[src/rtl/i2c_byte_master.sv]
// rtl/i2c_byte_master.sv - I2C master byte engine: optional START, one byte write/read with ACK, optional STOP
// Define I2C_CLK_STRETCH_EN to freeze the phase counter while a slave holds SCL low in P1.
module i2c_byte_master #(
  parameter int CLK_DIV = 4
) (
  input  logic       clk,
  input  logic       rst,
  input  logic       cmd_valid,
  output logic       cmd_ready,
  input  logic       cmd_start,
  input  logic       cmd_write,
  input  logic       cmd_read,
  input  logic       cmd_stop,
  input  logic       cmd_ack,
  input  logic [7:0] din,
  output logic [7:0] dout,
  output logic       rx_ack,
  output logic       done,
  output logic       scl_oe,
  output logic       sda_oe,
  input  logic       scl_i,
  input  logic       sda_i
);

  localparam int CW = $clog2(CLK_DIV + 1);
  localparam logic [CW-1:0] CNT_LAST = CW'(CLK_DIV - 1);

  typedef enum logic [2:0] {
    S_IDLE, S_START, S_BIT, S_ACK, S_STOP, S_DONE
  } state_t;

  state_t        state_q, state_d;
  logic [CW-1:0] cnt_q, cnt_d;
  logic [1:0]    phase_q, phase_d;
  logic [2:0]    bit_q, bit_d;
  logic [7:0]    shreg_q, shreg_d;
  logic [7:0]    dout_q, dout_d;
  logic          rx_ack_q, rx_ack_d;
  logic          hold_q, hold_d;
  logic          write_q, write_d;
  logic          read_q, read_d;
  logic          stop_q, stop_d;
  logic          ack_q, ack_d;

  logic busy, tick, last, sample, stall;

  assign busy   = (state_q == S_START) || (state_q == S_BIT) ||
                  (state_q == S_ACK) || (state_q == S_STOP);
  assign tick   = (cnt_q == CNT_LAST);
  assign last   = tick && (phase_q == 2'd3);
  assign sample = tick && (phase_q == 2'd2);

`ifdef I2C_CLK_STRETCH_EN
  assign stall = busy && (phase_q == 2'd1) && !scl_oe && !scl_i;
`else
  logic unused_scl_i;
  assign unused_scl_i = scl_i;
  assign stall = 1'b0;
`endif

  // Bus drive is decoded from state/phase; hold_q keeps SCL low between chained commands.
  always_comb begin
    scl_oe = hold_q;
    sda_oe = 1'b0;
    case (state_q)
      S_START: begin
        scl_oe = (phase_q == 2'd3);
        sda_oe = (phase_q >= 2'd2);
      end
      S_BIT: begin
        scl_oe = (phase_q == 2'd0) || (phase_q == 2'd3);
        sda_oe = write_q && !shreg_q[7];
      end
      S_ACK: begin
        scl_oe = (phase_q == 2'd0) || (phase_q == 2'd3);
        sda_oe = read_q && !ack_q;
      end
      S_STOP: begin
        scl_oe = (phase_q == 2'd0);
        sda_oe = (phase_q <= 2'd1);
      end
      default: ;
    endcase
  end

  always_comb begin
    state_d  = state_q;
    cnt_d    = cnt_q;
    phase_d  = phase_q;
    bit_d    = bit_q;
    shreg_d  = shreg_q;
    dout_d   = dout_q;
    rx_ack_d = rx_ack_q;
    hold_d   = hold_q;
    write_d  = write_q;
    read_d   = read_q;
    stop_d   = stop_q;
    ack_d    = ack_q;

    if (busy && !stall) begin
      if (tick) begin
        cnt_d   = '0;
        phase_d = phase_q + 2'd1;
      end else begin
        cnt_d = cnt_q + CW'(1);
      end
    end

    case (state_q)
      S_IDLE: begin
        if (cmd_valid) begin
          write_d = cmd_write;
          read_d  = cmd_read && !cmd_write;
          stop_d  = cmd_stop;
          ack_d   = cmd_ack;
          shreg_d = din;
          bit_d   = 3'd0;
          if (cmd_start)                  state_d = S_START;
          else if (cmd_write || cmd_read) state_d = S_BIT;
          else if (cmd_stop)              state_d = S_STOP;
          else                            state_d = S_DONE;
        end
      end
      S_START: begin
        if (last) begin
          hold_d = 1'b1;
          if (write_q || read_q) state_d = S_BIT;
          else if (stop_q)       state_d = S_STOP;
          else                   state_d = S_DONE;
        end
      end
      S_BIT: begin
        if (sample && read_q) shreg_d = {shreg_q[6:0], sda_i};
        if (last) begin
          bit_d = bit_q + 3'd1;
          if (write_q) shreg_d = {shreg_q[6:0], 1'b0};
          if (bit_q == 3'd7) state_d = S_ACK;
        end
      end
      S_ACK: begin
        if (sample && write_q) rx_ack_d = sda_i;
        if (last) begin
          hold_d = 1'b1;
          if (read_q) dout_d = shreg_q;
          state_d = stop_q ? S_STOP : S_DONE;
        end
      end
      S_STOP: begin
        if (last) begin
          hold_d  = 1'b0;
          state_d = S_DONE;
        end
      end
      S_DONE:  state_d = S_IDLE;
      default: state_d = S_IDLE;
    endcase
  end

  always_ff @(posedge clk) begin
    if (rst) begin
      state_q  <= S_IDLE;
      cnt_q    <= '0;
      phase_q  <= 2'd0;
      bit_q    <= 3'd0;
      shreg_q  <= 8'h00;
      dout_q   <= 8'h00;
      rx_ack_q <= 1'b0;
      hold_q   <= 1'b0;
      write_q  <= 1'b0;
      read_q   <= 1'b0;
      stop_q   <= 1'b0;
      ack_q    <= 1'b0;
    end else begin
      state_q  <= state_d;
      cnt_q    <= cnt_d;
      phase_q  <= phase_d;
      bit_q    <= bit_d;
      shreg_q  <= shreg_d;
      dout_q   <= dout_d;
      rx_ack_q <= rx_ack_d;
      hold_q   <= hold_d;
      write_q  <= write_d;
      read_q   <= read_d;
      stop_q   <= stop_d;
      ack_q    <= ack_d;
    end
  end

  assign cmd_ready = (state_q == S_IDLE);
  assign done      = (state_q == S_DONE);
  assign dout      = dout_q;
  assign rx_ack    = rx_ack_q;

endmodule
[config.mk]
export PLATFORM = sky130hd
export DESIGN_NAME = i2c_byte_master
export DESIGN_NICKNAME = d
export VERILOG_FILES = /design/src/rtl/i2c_byte_master.sv
export SDC_FILE = /design/constraint.sdc
export NUM_CORES = 1
export LEC_CHECK = 0
export CAP_MARGIN = 15
export CORE_MARGIN = 2
export CORE_UTILIZATION = 45
export DETAILED_ROUTE_END_ITERATION = 10
export MAX_ROUTING_LAYER = met4
export PLACE_DENSITY = 0.8
export SETUP_SLACK_MARGIN = 0.02
export SLEW_MARGIN = 5
export SYNTH_ARGS = -nofsm -noshare
export SYNTH_HDL_FRONTEND = slang
export SYNTH_SLANG_ARGS = --single-unit
[constraint.sdc]
create_clock -name clk -period 2.2 [get_ports clk]
set_input_delay 0.22 -clock clk [delete_from_list [all_inputs] [get_ports clk]]
set_output_delay 0.22 -clock clk [all_outputs]
set_load 0.02 [all_outputs]
* Word level (Yosys, flattened, before mapping)
Index checks and enable logic that the tools add are counted.
** Storage, ports and cells
- Bits in registers :: 33
- Logic and storage cells :: 89
- Input port bits :: 18
** Operators by class
- Equality and inequality tests :: 16
- Reductions and logical operators :: 30
- Add/subtract/negate cells :: 3
- Order comparisons :: 2
- Multiplexer cells :: 26
** Operators by type and width (number)
- 2-to-1 mux 3 bit :: 12
- 2-to-1 mux 8 bit :: 4
- one-hot mux 8 bit (2 select lines) :: 1
- one-hot mux 3 bit (5 select lines) :: 1
- != test 2 bit, second input constant :: 5
- == test 3 x 2 -> 1 bit, second input constant :: 3
- == test 3 bit, second input constant :: 3
- AND reduction 3 bit :: 3
- AND reduction 2 bit :: 4
- logical AND 1 bit :: 7
- adder 3 x 1 -> 3 bit, second input constant :: 2
- logical OR 1 bit :: 6
- one-hot mux 3 bit (2 select lines) :: 1
- AND reduction 6 bit :: 1
- == test 2 bit, second input constant :: 2
- 2-to-1 mux 1 bit :: 4
- != test 2 x 1 -> 1 bit, second input constant :: 2
- one-hot mux 1 bit (4 select lines) :: 1
- nonzero test 2 bit :: 2
- OR reduction 2 bit :: 2
- == test 3 x 1 -> 1 bit, second input constant :: 1
- zero test 1 bit :: 3
- zero test 3 bit :: 1
- one-hot mux 1 bit (3 select lines) :: 1
- other kinds (5) :: 5

* Logic depth before layout (Yosys ltp)
- Depth in word-level cells :: 7
- Depth in mapped cells :: 7
- Gate-level depth less buffers :: 6

* Worst setup path after synthesis
Ideal clock, no wire load.
- Path kind :: reg-to-reg
- Start :: reg phase_q[1]
- End :: reg dout_q[0], in the netlist dout[0]
- Buffers on the path :: 1
- Required time :: 2072 ps
- Stages on the path, launching flop included :: 7
- Data arrival time :: 1413 ps
- Slack :: 660 ps
- Cells stage by stage :: dfxtp_1 ha_1 and3b_1 and3_1 buf_2 mux2i_1 nor2_1
** On the way
- Longest elaborated chain between the ends :: 3
** Ends and longest elaborated chain
- start: declaration :: line 34 : logic [1:0] phase_q, phase_d;
- start signal: assignment :: line 176 : phase_q <= phase_d;
- == test 2 bit :: line 50 : assign last = tick && (phase_q == 2'd3);
- logical AND 1 bit :: line 50
- AND reduction 3 bit (no source line)
- end signal: assignment :: line 179 : dout_q <= dout_d;
- end: declaration :: line 37 : logic [7:0] dout_q, dout_d;
No other way between the ends.
A chain may end at the register's enable or synchronous reset.

* Worst setup path after layout
- Start :: reg phase_q[0]
- End :: out scl_oe
** On the way
- Longest elaborated chain between the ends :: 3
- Elaborated cells between the ends (all ways) :: 4
** Ends and longest elaborated chain
- == test 2 bit / zero test 2 bit (equally long branches)
- logical OR 1 bit :: line 71, 75
- one-hot mux 1 bit (3 select lines) * :: line 65 : case (state_q)
- end: declaration :: line 19 : output logic scl_oe,
Mark *: on every way between the ends. The rest lies on a longest branch, timed or not.

==> flow_summary.yaml <==
worst_hold_path:
  hold_class: "reg2reg"
  hold_path_startpoint: "ack_q"
  min_delay_path_depth: 2
  hold_end: "ack_q"
route:
  routed_via_density: 5.51
  drtIter0Drc: 102
  wl_per_cell_um: 13.4
  vias: 1597
  dr.pass1.iters: 4
  drc_errors: 0
  antenna_left: 0
  wl_mm: 3.87
grt:
  grt_pass1_wl_mm: 6.61
  grt_usage: 0.202
  grt-ovfl-total: 0
  grt_start_max_net_pins: 36
  grt_pass1_vias: 1468
  antenna_found_initial: 0
cts:
  cts.sinks: 33
  cts_tree: "built"
  cts_max_path_buffers: 2
  clk_pin_slew_ns: 0.07
  h-tree-depth: 2
  clockRootBuffer: "clkbuf_8"
  postCtsSetupRepairBufs: 0
  clk_latency_ns: 0.29
  cts-buffers-inserted: 5
critical_path:
  cp_max_fo: 3
  endpoint_kind: "output port"
  rr_endpoint: "shreg_q[2]"
  rr_startpoint: "state_q[1]"
  worstPathArrival_ns: 1.83
  r2r_slack_ns: 0.32
  reg2regPathDepth: 3
  crit_path_start_kind: "flop"
  worstPathRequired_ns: 1.98
  crit_type: "reg2out"
die:
  dieHeight_um: 67.0
  initial_utilization: 0.477
  dieArea_sq_mm: 0.00449
  io-pin-count: 31
  core_area_sq_mm: 0.00374
  die_x_um: 67.0
  row_count: 22
finish:
  drive_above_1_share: 0.128
  fin_nets: 266
  antennaDiodeCount: 0
  stdcell_area_sq_mm: 0.00226
  postLayoutCoreUtil: 0.603
  layout_commonest_cell: "nor2_1"
  final_cell_mix: "48 x nor2_1, 32 x dfxtp_1, 26 x clkdlybuf4s50_1"
  area_delta_synth_final_pct: 26.3
synth:
  synthesis.area_sq_mm: 0.00179
  synth-seq-cells: 33
  syn_inst: 208
  synthArstFlopShare: 0
  ys_seq_area_frac: 0.370
  syn_area_per_cell_sq_um: 8.59
  syn_nets: 233
  yosysWarnings: 0
  synth_top_flop_cell: "dfxtp_1"
  synth_enable_flop_cells: 0
  synth.distinct_cells: 43
place:
  io_buffers: 29
  postPlaceCellArea_sq_mm: 0.00213
  dp_hpwl_mm: 2.78
  gp_congestion: 0.832
timing:
  fin_skew_ns: 0.00631
  slew_violations: 0
  min_period_ns: 2.05
  period_share: 0.933
  max_slew_margin: 0.590
  grt_setup_unrepaired: "false"
  max_freq_mhz: 487
  final.setup.tns_ns: 0
  finalHoldViolations: 0
  setup_viol: 0
  worst_pin_slew_ns: 0.614
power:
  power_density_mw_per_mm2: 852
  vdd_ir_drop_max_mv: 0.529
  p_leak_nw: 0.882
flow_run:
  cap_violations: 0
run_status:
  status: "completed"
-- where the power goes --
group	internal (mW)	switching, mW
combinational	0.275	0.314
sequential	0.665	0.0812
clock	0.369	0.218
total	1.31	0.614
-- flip-flops by register name (all words and copies together) (netlist names) --
register  count
cnt_q         3
stop_q        1
state_q       3
read_q        1
phase_q       2
hold_q        1
ack_q         1
rx_ack        1
write_q       1
shreg_q       8
dout          8
bit_q         3
-- timing repair --
| action | CTS | global route |
|---|---|---|
| hold endpoints to repair | 0 | 0 |
| gates resized for setup | 1 | 4 |
| pin swaps | 0 | 0 |
| setup endpoints to repair | 1 | 3 |
| hold buffers | 0 | 0 |
-- kinds of logic after synthesis --
family / share of synthesized area
AOI/OAI and AO/OA: 0.196
xor gates and xnor gates: 0.00490
adders and majority gates: 0.0490
buffers and inverters: 0.0609
DFF: 0.370
muxes: 0.0791
and+or+nand+nor: 0.240
-- Yosys cell counts (2+ instances only) --
library cell / count / share of area
and3b_1: 2 / 0.0098
nand3_1: 2 / 0.0056
dfxtp_1: 33 / 0.37
o21a_1: 2 / 0.0084
clkbuf_1: 6 / 0.013
nor2_1: 48 / 0.10
o21ai_0: 9 / 0.025
a211oi_1: 3 / 0.013
nand2_1: 12 / 0.025
inv_1: 6 / 0.013
a22oi_1: 3 / 0.013
mux2i_1: 13 / 0.073
a21oi_1: 12 / 0.034
buf_4: 2 / 0.0084
buf_6: 3 / 0.019
ha_1: 7 / 0.049
nor3_1: 2 / 0.0056
o22ai_1: 3 / 0.011
nand3b_1: 4 / 0.017
a2111oi_2: 7 / 0.059
buf_2: 3 / 0.0084
nand2b_1: 5 / 0.018
-- metrics by stage --
| step | setup WS (ns) | hold WS, ns | power, mW | cells |
|---|---|---|---|---|
| after global placement | 0.218 | 0.447 | 1.34 | 282 |
| after floorplan | 0.660 | 0.356 | 1.17 | 208 |
| after detailed placement | 0.178 | 0.460 | 1.35 | 282 |
| after CTS | 0.0693 | 0.470 | 1.93 | 290 |
| after global routing | 0.0238 | 0.509 | 2.03 | 290 |
| final | 0.148 | 0.468 | 1.92 | 290 |
-- layout make-up --
type	instances	area, sq um
inverter	6	22.5
timing repair buffer	40	378
sequential	33	662
tap	48	60.1
clock buffer	7	86.3
multi-input combinational	155	1020
clock inverter	1	30.0
fill	355	1490
-- worst max-delay path by stage --
| stage | startpoint | endpoint | slack [ns] | depth (start not counted) |
|---|---|---|---|---|
| after detailed placement | phase_q[1] | scl_oe | 0.18 | 7 |
| after global routing | phase_q[0] | scl_oe | 0.02 | 7 |
| final | phase_q[0] | scl_oe | 0.15 | 7 |
| after floorplan | phase_q[1] | dout[0] | 0.66 | 6 |
| after global placement | phase_q[1] | scl_oe | 0.22 | 7 |
| after CTS | phase_q[0] | sda_oe | 0.07 | 6 |
-- worst max-delay path, stage by stage, from the launching register on --
cell and delay [ns]:
dfxtp_1 0.36, inv_1 0.09, ha_1 0.21, mux2_2 0.26
o22ai_1 0.13, o21ai_0 0.09, o21a_1 0.13, clkdlybuf4s15_1 0.28
-- metal layers --
metal  wire (um)  track usage  share of wire  vias to the layer above
li1            -            -              -                      798
met1        1740        0.249           0.45                      753
met2        1850        0.317           0.48                       39
met3         224       0.0524          0.058                        7
met4          60       0.0791          0.015                        0
met5           0            -              0                        -
Note: power is estimated with default switching activity, not from simulation.
